### src/rtl/rng_pkg.sv
// Shared types and constants for the latch TRNG run sequencer.
// Imported by the sequencer top and its word FIFO.
package rng_pkg;

  typedef enum logic [1:0] {
    IDLE,
    RUN,
    DRAIN
  } state_t;

  localparam logic [15:0] STAT_SAT = 16'hFFFF;
  localparam int WORD_BYTES = 4;

endpackage

### src/rtl/rng_word_fifo.sv
// Small synchronous word buffer between the bit packer and the stream.
// A push while full is accepted only when a pop frees a slot the same cycle.
module rng_word_fifo
  import rng_pkg::*;
#(
  parameter int DEPTH = 4,
  parameter int W = 32
) (
  input  logic                     clk,
  input  logic                     rst,
  input  logic                     push,
  input  logic [W-1:0]             wdata,
  input  logic                     pop,
  output logic [W-1:0]             rdata,
  output logic                     full,
  output logic                     empty,
  output logic [$clog2(DEPTH):0]   count
);

  localparam int AW = $clog2(DEPTH);

  logic [W-1:0]  mem [DEPTH];
  logic [AW-1:0] wptr;
  logic [AW-1:0] rptr;
  logic          do_push;
  logic          do_pop;

  assign empty   = (count == '0);
  assign full    = (count == (AW+1)'(DEPTH));
  assign do_pop  = pop & ~empty;
  assign do_push = push & (~full | do_pop);
  assign rdata   = mem[rptr];

  // storage array; contents need no reset since count gates visibility
  always_ff @(posedge clk) begin
    if (do_push) mem[wptr] <= wdata;
  end

  // pointers and occupancy
  always_ff @(posedge clk) begin
    if (rst) begin
      wptr  <= '0;
      rptr  <= '0;
      count <= '0;
    end else begin
      if (do_push) wptr <= wptr + 1'b1;
      if (do_pop)  rptr <= rptr + 1'b1;
      count <= count + (AW+1)'(do_push) - (AW+1)'(do_pop);
    end
  end

endmodule

### src/rtl/rng_sequencer.sv
// Run controller for the latch TRNG: decimates and packs raw bits into
// 32-bit words, buffers them and streams them out over AXI-Stream.
module rng_sequencer
  import rng_pkg::*;
#(
  parameter int FIFO_DEPTH = 4,
  parameter int STAT_W = 16
) (
  input  logic        AXIS_ACLK,
  input  logic        AXIS_ARESET,
  input  logic        RNG_GO,
  input  logic        RNG_STOP,
  input  logic [31:0] RNG_SEND_BYTES,
  input  logic [31:0] RNG_DMA_BYTES,
  input  logic [31:0] RNG_PARAMETER,
  input  logic        RAW_BIT,
  input  logic        RAW_VALID,
  output logic        RNG_RUN,
  output logic        RNG_OVER,
  output logic [31:0] RNG_SENT_BYTES,
  output logic [31:0] RNG_STATS,
  output logic [31:0] M_AXIS_TDATA,
  output logic        M_AXIS_TVALID,
  input  logic        M_AXIS_TREADY,
  output logic        M_AXIS_TLAST
);

  localparam int CW = $clog2(FIFO_DEPTH) + 1;
  localparam logic [STAT_W-1:0] SAT = STAT_W'(STAT_SAT);

  state_t state;
  state_t state_nxt;

  logic [29:0]       send_words;
  logic [29:0]       dma_words;
  logic [7:0]        dec;
  logic [7:0]        dec_cnt;
  logic [31:0]       shreg;
  logic [4:0]        bit_idx;
  logic [STAT_W-1:0] bits;
  logic [STAT_W-1:0] ones;
  logic [29:0]       words_pushed;
  logic [29:0]       pkt_cnt;
  logic              push_pend;
  logic [31:0]       push_word;
  logic              over;
  logic [31:0]       sent;

  logic              go_idle;
  logic              accept;
  logic              word_done;
  logic              budget_hit;
  logic              beat;
  logic              drop;
  logic              pkt_hit;
  logic              drain_last;
  logic              last;

  logic [31:0]       head;
  logic              full;
  logic              empty;
  logic [CW-1:0]     fcount;

  logic              unused_cfg;

  assign unused_cfg = ^{RNG_SEND_BYTES[1:0], RNG_DMA_BYTES[1:0],
                        RNG_PARAMETER[31:8]};

  assign go_idle    = (state == IDLE) & RNG_GO;
  assign accept     = (state == RUN) & RAW_VALID & (dec_cnt == dec);
  assign word_done  = accept & (bit_idx == 5'd31);
  assign budget_hit = word_done & (send_words != '0) &
                      (words_pushed + 30'd1 == send_words);
  assign beat       = ~empty & M_AXIS_TREADY;
  assign drop       = push_pend & full & ~M_AXIS_TREADY;
  assign pkt_hit    = (dma_words != '0) & (pkt_cnt + 30'd1 == dma_words);
  assign drain_last = (state == DRAIN) & (fcount == CW'(1)) & ~push_pend;
  assign last       = pkt_hit | drain_last;

  assign RNG_RUN        = (state != IDLE);
  assign RNG_OVER       = over;
  assign RNG_SENT_BYTES = sent;
  assign RNG_STATS      = {ones, bits};
  assign M_AXIS_TVALID  = ~empty;
  assign M_AXIS_TDATA   = empty ? '0 : head;
  assign M_AXIS_TLAST   = ~empty & last;

  rng_word_fifo #(
    .DEPTH (FIFO_DEPTH),
    .W     (32)
  ) u_fifo (
    .clk   (AXIS_ACLK),
    .rst   (AXIS_ARESET),
    .push  (push_pend),
    .wdata (push_word),
    .pop   (M_AXIS_TREADY),
    .rdata (head),
    .full  (full),
    .empty (empty),
    .count (fcount)
  );

  // run state register
  always_ff @(posedge AXIS_ACLK) begin
    if (AXIS_ARESET) state <= IDLE;
    else             state <= state_nxt;
  end

  // the word completing the byte budget ends the run in the same cycle,
  // so no further bit is counted while its push is still in flight
  always_comb begin
    state_nxt = state;
    unique case (state)
      IDLE:    if (RNG_GO) state_nxt = RUN;
      RUN:     if (RNG_STOP || budget_hit) state_nxt = DRAIN;
      DRAIN:   if (empty && !push_pend) state_nxt = IDLE;
      default: state_nxt = IDLE;
    endcase
  end

  // run configuration captured on GO
  always_ff @(posedge AXIS_ACLK) begin
    if (AXIS_ARESET) begin
      send_words <= '0;
      dma_words  <= '0;
      dec        <= '0;
    end else if (go_idle) begin
      send_words <= RNG_SEND_BYTES[31:2];
      dma_words  <= RNG_DMA_BYTES[31:2];
      dec        <= RNG_PARAMETER[7:0];
    end
  end

  // decimation, bit packing, statistics and word hand-off
  always_ff @(posedge AXIS_ACLK) begin
    if (AXIS_ARESET) begin
      dec_cnt      <= '0;
      shreg        <= '0;
      bit_idx      <= '0;
      bits         <= '0;
      ones         <= '0;
      words_pushed <= '0;
      push_pend    <= 1'b0;
      push_word    <= '0;
    end else begin
      push_pend <= word_done;
      if (go_idle) begin
        dec_cnt      <= '0;
        shreg        <= '0;
        bit_idx      <= '0;
        bits         <= '0;
        ones         <= '0;
        words_pushed <= '0;
      end else begin
        if (state == RUN && RAW_VALID)
          dec_cnt <= accept ? 8'd0 : dec_cnt + 8'd1;
        if (accept) begin
          shreg[bit_idx] <= RAW_BIT;
          bit_idx        <= bit_idx + 5'd1;
          if (bits != SAT) bits <= bits + 1'b1;
          if (RAW_BIT && ones != SAT) ones <= ones + 1'b1;
        end
        if (word_done) begin
          push_word    <= {RAW_BIT, shreg[30:0]};
          words_pushed <= words_pushed + 30'd1;
        end
      end
    end
  end

  // stream-side bookkeeping: sent bytes, packet position, overflow flag
  always_ff @(posedge AXIS_ACLK) begin
    if (AXIS_ARESET) begin
      sent    <= '0;
      pkt_cnt <= '0;
      over    <= 1'b0;
    end else if (go_idle) begin
      sent    <= '0;
      pkt_cnt <= '0;
      over    <= 1'b0;
    end else begin
      if (drop) over <= 1'b1;
      if (beat) begin
        sent    <= sent + 32'(WORD_BYTES);
        pkt_cnt <= last ? 30'd0 : pkt_cnt + 30'd1;
      end
    end
  end

endmodule

### config.mk
export PLATFORM = sky130hd
export DESIGN_NAME = rng_sequencer
export DESIGN_NICKNAME = d
export VERILOG_FILES = /design/src/rtl/rng_pkg.sv /design/src/rtl/rng_word_fifo.sv /design/src/rtl/rng_sequencer.sv
export SDC_FILE = /design/constraint.sdc
export NUM_CORES = 1
export LEC_CHECK = 0
export BUFFER_PORTS_ARGS = -buffer_cell sky130_fd_sc_hd__buf_2
export CORE_MARGIN = 8
export CORE_UTILIZATION = 59
export DETAILED_ROUTE_END_ITERATION = 7
export PLACE_DENSITY_LB_ADDON = 0.12
export SLEW_MARGIN = 20
export SYNTH_ARGS = -nofsm -noshare
export SYNTH_HDL_FRONTEND = slang
export SYNTH_SLANG_ARGS = --single-unit
### constraint.sdc
create_clock -name AXIS_ACLK -period 4.85 [get_ports AXIS_ACLK]
set_input_delay 1.455 -clock AXIS_ACLK [delete_from_list [all_inputs] [get_ports AXIS_ACLK]]
set_output_delay 1.455 -clock AXIS_ACLK [all_outputs]
set_load 0.05 [all_outputs]
==> flow_summary.json, run 1 <==
{
  "synthCells": 1945,
  "area_growth_pct": 14.07,
  "max_freq_mhz": 210.8,
  "drc": 0,
  "p_total_mw": 7.611,
  "period_share_pct": 97.80,
  "grt.overflow.total": 0,
  "yosys.area_share.xor_xnor_pct": 9.038,
  "final_cells": 2515,
  "clkTransAtPathRegs_ns": 0.06,
  "end_kind": "primary output",
  "n_antenna_cell": 0,
  "synth-seq-cells": 407,
  "numCtsBuffers": 41,
  "synth_top_family_by_area": "simple AND/OR/NAND/NOR gates",
  "setup_viol_count_final": 0,
  "grt_pass1_vias": 14200,
  "dieArea_um2": 37480,
  "drv_cap": 0,
  "antenna_found_initial": 0,
  "grt_max_degree": 125,
  "synthAdderAreaFrac_pct": 1.251,
  "grt_usage_pct": 22.87,
  "r2r_slack_ns": 1.03,
  "fp.dieW_um": 193.6,
  "drive_gt1_share_pct": 17.84,
  "drt_iter0_markers": 732,
  "finalCriticalPeriod_ns": 4.743,
  "power_density_nw_per_um2": 358.6,
  "hold_path_depth": 2,
  "synthArstFlopShare_pct": 0,
  "crit_required_ns": 3.39,
  "first_pass_iters": 5,
  "cts_root_buf": "clkbuf_16",
  "timing.final.ws_setup_ns": 0.1068,
  "drtAntennaViolNets": 0,
  "most-common-layout-cells": "nand2_1 (321), dfxtp_1 (261), nor2_1 (190)",
  "gp_congestion": 0.9252,
  "yosysTopAreaCellShare_pct": 30.02,
  "place_inst": 2429,
  "avgViaCountPerCell": 5.776,
  "place_hpwl_um": 30140,
  "rows": 65,
  "reg2reg_depth": 13,
  "critPathMaxFanout": 4,
  "min-delay-start": "shreg[26]",
  "yosysSeqAreaShare_pct": 50.68,
  "start_util_pct": 59.42,
  "regToRegStartpoint": "pkt_cnt[6]",
  "clock_latency_ns": 0.54,
  "synth-simple-area-share_pct": 22.03,
  "min_to": "push_word[26]",
  "cts_tree": "built",
  "wl_um": 44550,
  "r2r_end": "pkt_cnt[0]",
  "synth_area_per_cell_um2": 9.566,
  "worstMarginPinSlew_ns": 1.040,
  "cts.sinks": 407,
  "cp-start-kind": "flop",
  "fin_area_um2": 21230,
  "vias": 14530,
  "finish.net_count": 2203,
  "yosys_warnings": 0,
  "core-area_um2": 31310,
  "hold_path_class": "reg2reg",
  "cts_hold_buf": 0,
  "hold_viol": 0,
  "path_class": "reg2out",
  "dieHeight_um": 193.6,
  "ir_drop_mv": 0.2698,
  "cts_buffer_depth": 3,
  "hold_slack_ns": 0.4529,
  "ios": 203,
  "synthMuxAreaShare_pct": 4.364,
  "synth_area_leaders": "dfxtp_1 (30%), edfxtp_1 (21%), nand2_1 (6.5%)",
  "grt_pass1_wl_um": 71570,
  "post_dp_cell_area_um2": 19690,
  "cp.arrival_ns": 3.29,
  "power.leakage_nw": 8.024,
  "io_buffers": 172,
  "cts_max_level": 2,
  "ys.flop_type": "dfxtp_1",
  "nFillCells": 2543,
  "fin_setup_tns_ns": 0,
  "yosys.area.top_type": "dfxtp_1",
  "drv_slew": 0,
  "layout_commonest_cell": "nand2_1",
  "synth-edff-count": 128,
  "clock_skew_ns": 0.01994,
  "pre_cts_ws_ns": 0.1937,
  "outcome": "completed",
  "max_slew_margin_pct": 30.16,
  "syn_area_um2": 18610,
  "synth_compound_area_share_pct": 8.755,
  "ys_types": 85,
  "final_util_pct": 67.79,
  "wl_per_cell_um": 17.71
}
flip-flops by register name (all words and copies together), names as in the netlist, 3 cells and up, named ones only:
name and cells:
RNG_SENT_BYTES 30, bit_idx 5, bits 16, dec 8, dec_cnt 8, dma_words 30
ones 16, pkt_cnt 30, push_word 32, send_words 30, shreg 31, u_fifo.count 3
u_fifo.mem 128, words_pushed 30
synthesized netlist by cell type, types with 5 or more instances:
cell       count
and2_1        41
nor3_1        37
and3_1        22
buf_4          6
inv_1         22
nand4b_1       5
nor2b_1        6
xor2_1       101
buf_6          8
nand3b_1       7
or3_1         20
clkbuf_1      92
a211oi_1       5
nor2_1       192
a21oi_1      162
ha_1          17
and4_1        15
dfxtp_1      279
edfxtp_1     128
xnor2_1       91
nand4_1       52
buf_2          6
a221o_1        5
buf_1         11
o2111ai_1      5
nand2_1      322
nor4_1        30
nand3_1       67
o21ai_0       56
mux4_2        32
mux2i_1        8
layout make-up:
| type | count | area [um2] | area share (%) |
|---|---|---|---|
| tap | 402 | 503.0 | 2.370 |
| multi-input combinational | 1386 | 8586 | 40.45 |
| timing repair buffer | 224 | 1285 | 6.054 |
| clock buffer | 60 | 1161 | 5.470 |
| clock inverter | 14 | 141.4 | 0.6661 |
| sequential | 407 | 9467 | 44.60 |
| inverter | 22 | 82.58 | 0.3891 |
kinds of logic (layout without fill, tap and decap cells):
family,count (synthesis),in the layout
adders and majority gates,18,18
muxes,41,41
buffers and inverters,153,320
xor gates and xnor gates,192,192
DFF,407,407
other,1,2
AOI/OAI and AO/OA,280,280
and+or+nand+nor,853,853
worst max path at each step:
stage                         endpoint        start  cells after the start  slack (ns)
after floorplan           M_AXIS_TLAST   pkt_cnt[0]                      9        0.24
after global placement    M_AXIS_TLAST  pkt_cnt[10]                      9        0.22
after detailed placement  M_AXIS_TLAST  pkt_cnt[10]                      9        0.19
after CTS                 M_AXIS_TLAST  pkt_cnt[15]                      9       0.004
after global routing      M_AXIS_TLAST   pkt_cnt[6]                     11       -0.05
final                     M_AXIS_TLAST   pkt_cnt[6]                     12        0.11
per-layer routing:
metal / vias up / track usage, % / part of all wire (%)
li1: 7061 / - / -
met1: 6989 / 29.12 / 44
met2: 398 / 37.61 / 46
met3: 79 / 5.710 / 6.7
met4: 0 / 7.868 / 2.6
met5: - / 0 / 0
what timing repair did:
item	CTS	global route
resized for setup	32	12
endpoints found under the hold margin	0	0
pin swaps	9	4
setup endpoints to repair	1	1
setup buffers	9	3
where the power goes:
part | leakage (nW) | switching [mW] | internal [mW]
clock network | 0.637 | 1.26 | 1.82
logic | 3.63 | 0.558 | 0.326
registers | 3.76 | 0.0872 | 3.56
total | 8.02 | 1.91 | 5.70
worst max-delay path, cell delays in order (launching register included):
cell,delay (ns)
dfxtp_4,0.36
buf_4,0.12
nand4_1,0.19
nor4_4,0.33
buf_4,0.19
buf_4,0.12
nand4_1,0.09
o311a_2,0.15
a211o_2,0.30
nor4b_4,0.33
nand3b_1,0.19
a21boi_2,0.18
buf_6,0.18
Power figures use the tool's default switching activity.
==> run 2: changes to the inputs <==
--- a/config.mk
+++ b/config.mk
@@ -6,9 +6,12 @@
 export NUM_CORES = 1
 export LEC_CHECK = 0
 export BUFFER_PORTS_ARGS = -buffer_cell sky130_fd_sc_hd__buf_2
+export CELL_PAD_IN_SITES_DETAIL_PLACEMENT = 0
+export CELL_PAD_IN_SITES_GLOBAL_PLACEMENT = 1
 export CORE_MARGIN = 8
-export CORE_UTILIZATION = 59
+export CORE_UTILIZATION = 46
 export DETAILED_ROUTE_END_ITERATION = 7
+export GPL_TIMING_DRIVEN = 0
 export PLACE_DENSITY_LB_ADDON = 0.12
 export SLEW_MARGIN = 20
 export SYNTH_ARGS = -nofsm -noshare
==> flow_summary.json, run 2 (synthesis results as in run 1) <==
{
  "cts_max_level": 2,
  "io_buffers": 171,
  "grt_usage_pct": 21.04,
  "rows": 73,
  "crit_required_ns": 3.39,
  "nFillCells": 3725,
  "max_slew_margin_pct": 29.99,
  "max_freq_mhz": 206.8,
  "antenna_found_initial": 4,
  "drv_cap": 0,
  "multiInputGateArea_um2": 8652,
  "start_util_pct": 46.72,
  "clock_latency_ns": 0.57,
  "critPathMaxFanout": 2,
  "finalCriticalPeriod_ns": 4.836,
  "ff_latch_area_um2": 9448,
  "clock_skew_ns": 0.01888,
  "cp.arrival_ns": 3.38,
  "finish.net_count": 2317,
  "power.leakage_nw": 8.346,
  "rsz0062_at_grt": "true",
  "clkTransAtPathRegs_ns": 0.06,
  "drtAntennaViolNets": 0,
  "wl_um": 50570,
  "grt_pass1_wl_um": 80230,
  "vias": 14880,
  "cts_hold_buf": 0,
  "cts_root_buf": "clkbuf_16",
  "most-common-layout-cells": "nand2_1 (322), dfxtp_1 (272), nor2_1 (192)",
  "dieHeight_um": 217.1,
  "worstMarginPinSlew_ns": 1.042,
  "fin_setup_tns_ns": 0,
  "period_share_pct": 99.71,
  "min-delay-start": "shreg[30]",
  "end_kind": "primary output",
  "grt_pass1_vias": 14500,
  "hold_viol": 0,
  "n_antenna_cell": 0,
  "final_cells": 2755,
  "ir_drop_mv": 0.2355,
  "wl_per_cell_um": 18.36,
  "dieArea_um2": 47140,
  "hold_path_class": "reg2reg",
  "top_register": "u_fifo.mem",
  "avgViaCountPerCell": 5.399,
  "drive_gt1_share_pct": 17.35,
  "drt_iter0_markers": 962,
  "layout_commonest_cell": "nand2_1",
  "numCtsBuffers": 43,
  "power_density_nw_per_um2": 357.9,
  "path_class": "reg2out",
  "ios": 203,
  "grt_max_degree": 26,
  "place_hpwl_um": 36130,
  "drv_slew": 0,
  "gp_congestion": 0.8871,
  "fp.dieW_um": 217.1,
  "cp-start-kind": "flop",
  "area_growth_pct": 18.91,
  "regToRegStartpoint": "words_pushed[1]",
  "first_pass_iters": 5,
  "place_inst": 2646,
  "cts_tree": "built",
  "cts.sinks": 407,
  "outcome": "completed",
  "reg_top3": "u_fifo.mem: 128 flops, push_word: 32 flops, shreg: 31 flops",
  "cts_buffer_depth": 3,
  "setup_viol_count_final": 0,
  "grt.overflow.total": 0,
  "core-area_um2": 39820,
  "startpoint": "pkt_cnt[1]",
  "drc": 0,
  "largest_reg_flops": 128
}
## run 2: repair_timing
item / 4_1_cts / 5_1_grt
resized for setup: 26 / 40
setup buffers: 16 / 16
pin swaps: 14 / 16
setup endpoints to repair: 1 / 1
## run 2: where the power goes
group	internal (mW)	total (mW)	switching [mW]
Sequential	3.56	3.63	0.0742
Clock	1.96	3.33	1.37
Combinational	0.329	0.956	0.627
Total	5.85	7.92	2.07
## run 2: path summary, 6_finish.rpt
check | endpoint | slack [ns] | cells past startpoint
worst min-delay path | push_word[30] | 0.45 | 2
worst max register to register | state[0] | 0.92 | 11
worst min register to register | push_word[30] | 0.45 | 2
worst max-delay path | M_AXIS_TLAST | 0.01 | 10
## run 2: layer usage
layer	share of wire, %	vias to the layer above	GRT usage (%)	routed length (um)
li1	-	7306	-	-
met1	47	7132	28.71	23740
met2	45	356	33.07	22580
met3	6.0	75	4.535	3046
met4	2.3	6	6.695	1171
met5	0.081	-	0	41
## run 2: stage by stage
| stage | setup slack (ns) | util [%] | hold slack [ns] | cell area, um2 | power [mW] |
|---|---|---|---|---|---|
| 2_1_floorplan | 0.2376 | - | 0.4329 | 18610 | 4.331 |
| 3_3_place_gp | -0.3077 | 50.54 | 0.4421 | 20130 | 4.646 |
| 3_5_place_dp | -0.2730 | 50.75 | 0.4463 | 20210 | 4.658 |
| 4_1_cts | -0.03377 | 54.89 | 0.4537 | 21860 | 7.994 |
| 5_1_grt | -0.1401 | 55.56 | 0.4675 | 22130 | 8.230 |
| 6_report | 0.01391 | 55.56 | 0.4510 | 22130 | 7.919 |
## run 2: layout make-up
type                       instances  share of cell area, %
clock buffer                      68                  5.932
buffer                           129                  2.963
sequential                       407                  42.70
multi-input combinational       1386                  39.11
clock inverter                    11                 0.5259
inverter                          22                 0.3732
tap                              525                  2.969
timing repair buffer             207                  5.429
## run 2: worst max-delay path, stage by stage (launching register included)
cell       delay, ns
dfxtp_4         0.36
ha_4            0.15
nand4_4         0.09
or3_4           0.39
or4_4           0.44
a221oi_4        0.29
o2111ai_2       0.17
nor4b_4         0.29
nand3b_1        0.23
a21boi_2        0.22
buf_6           0.18
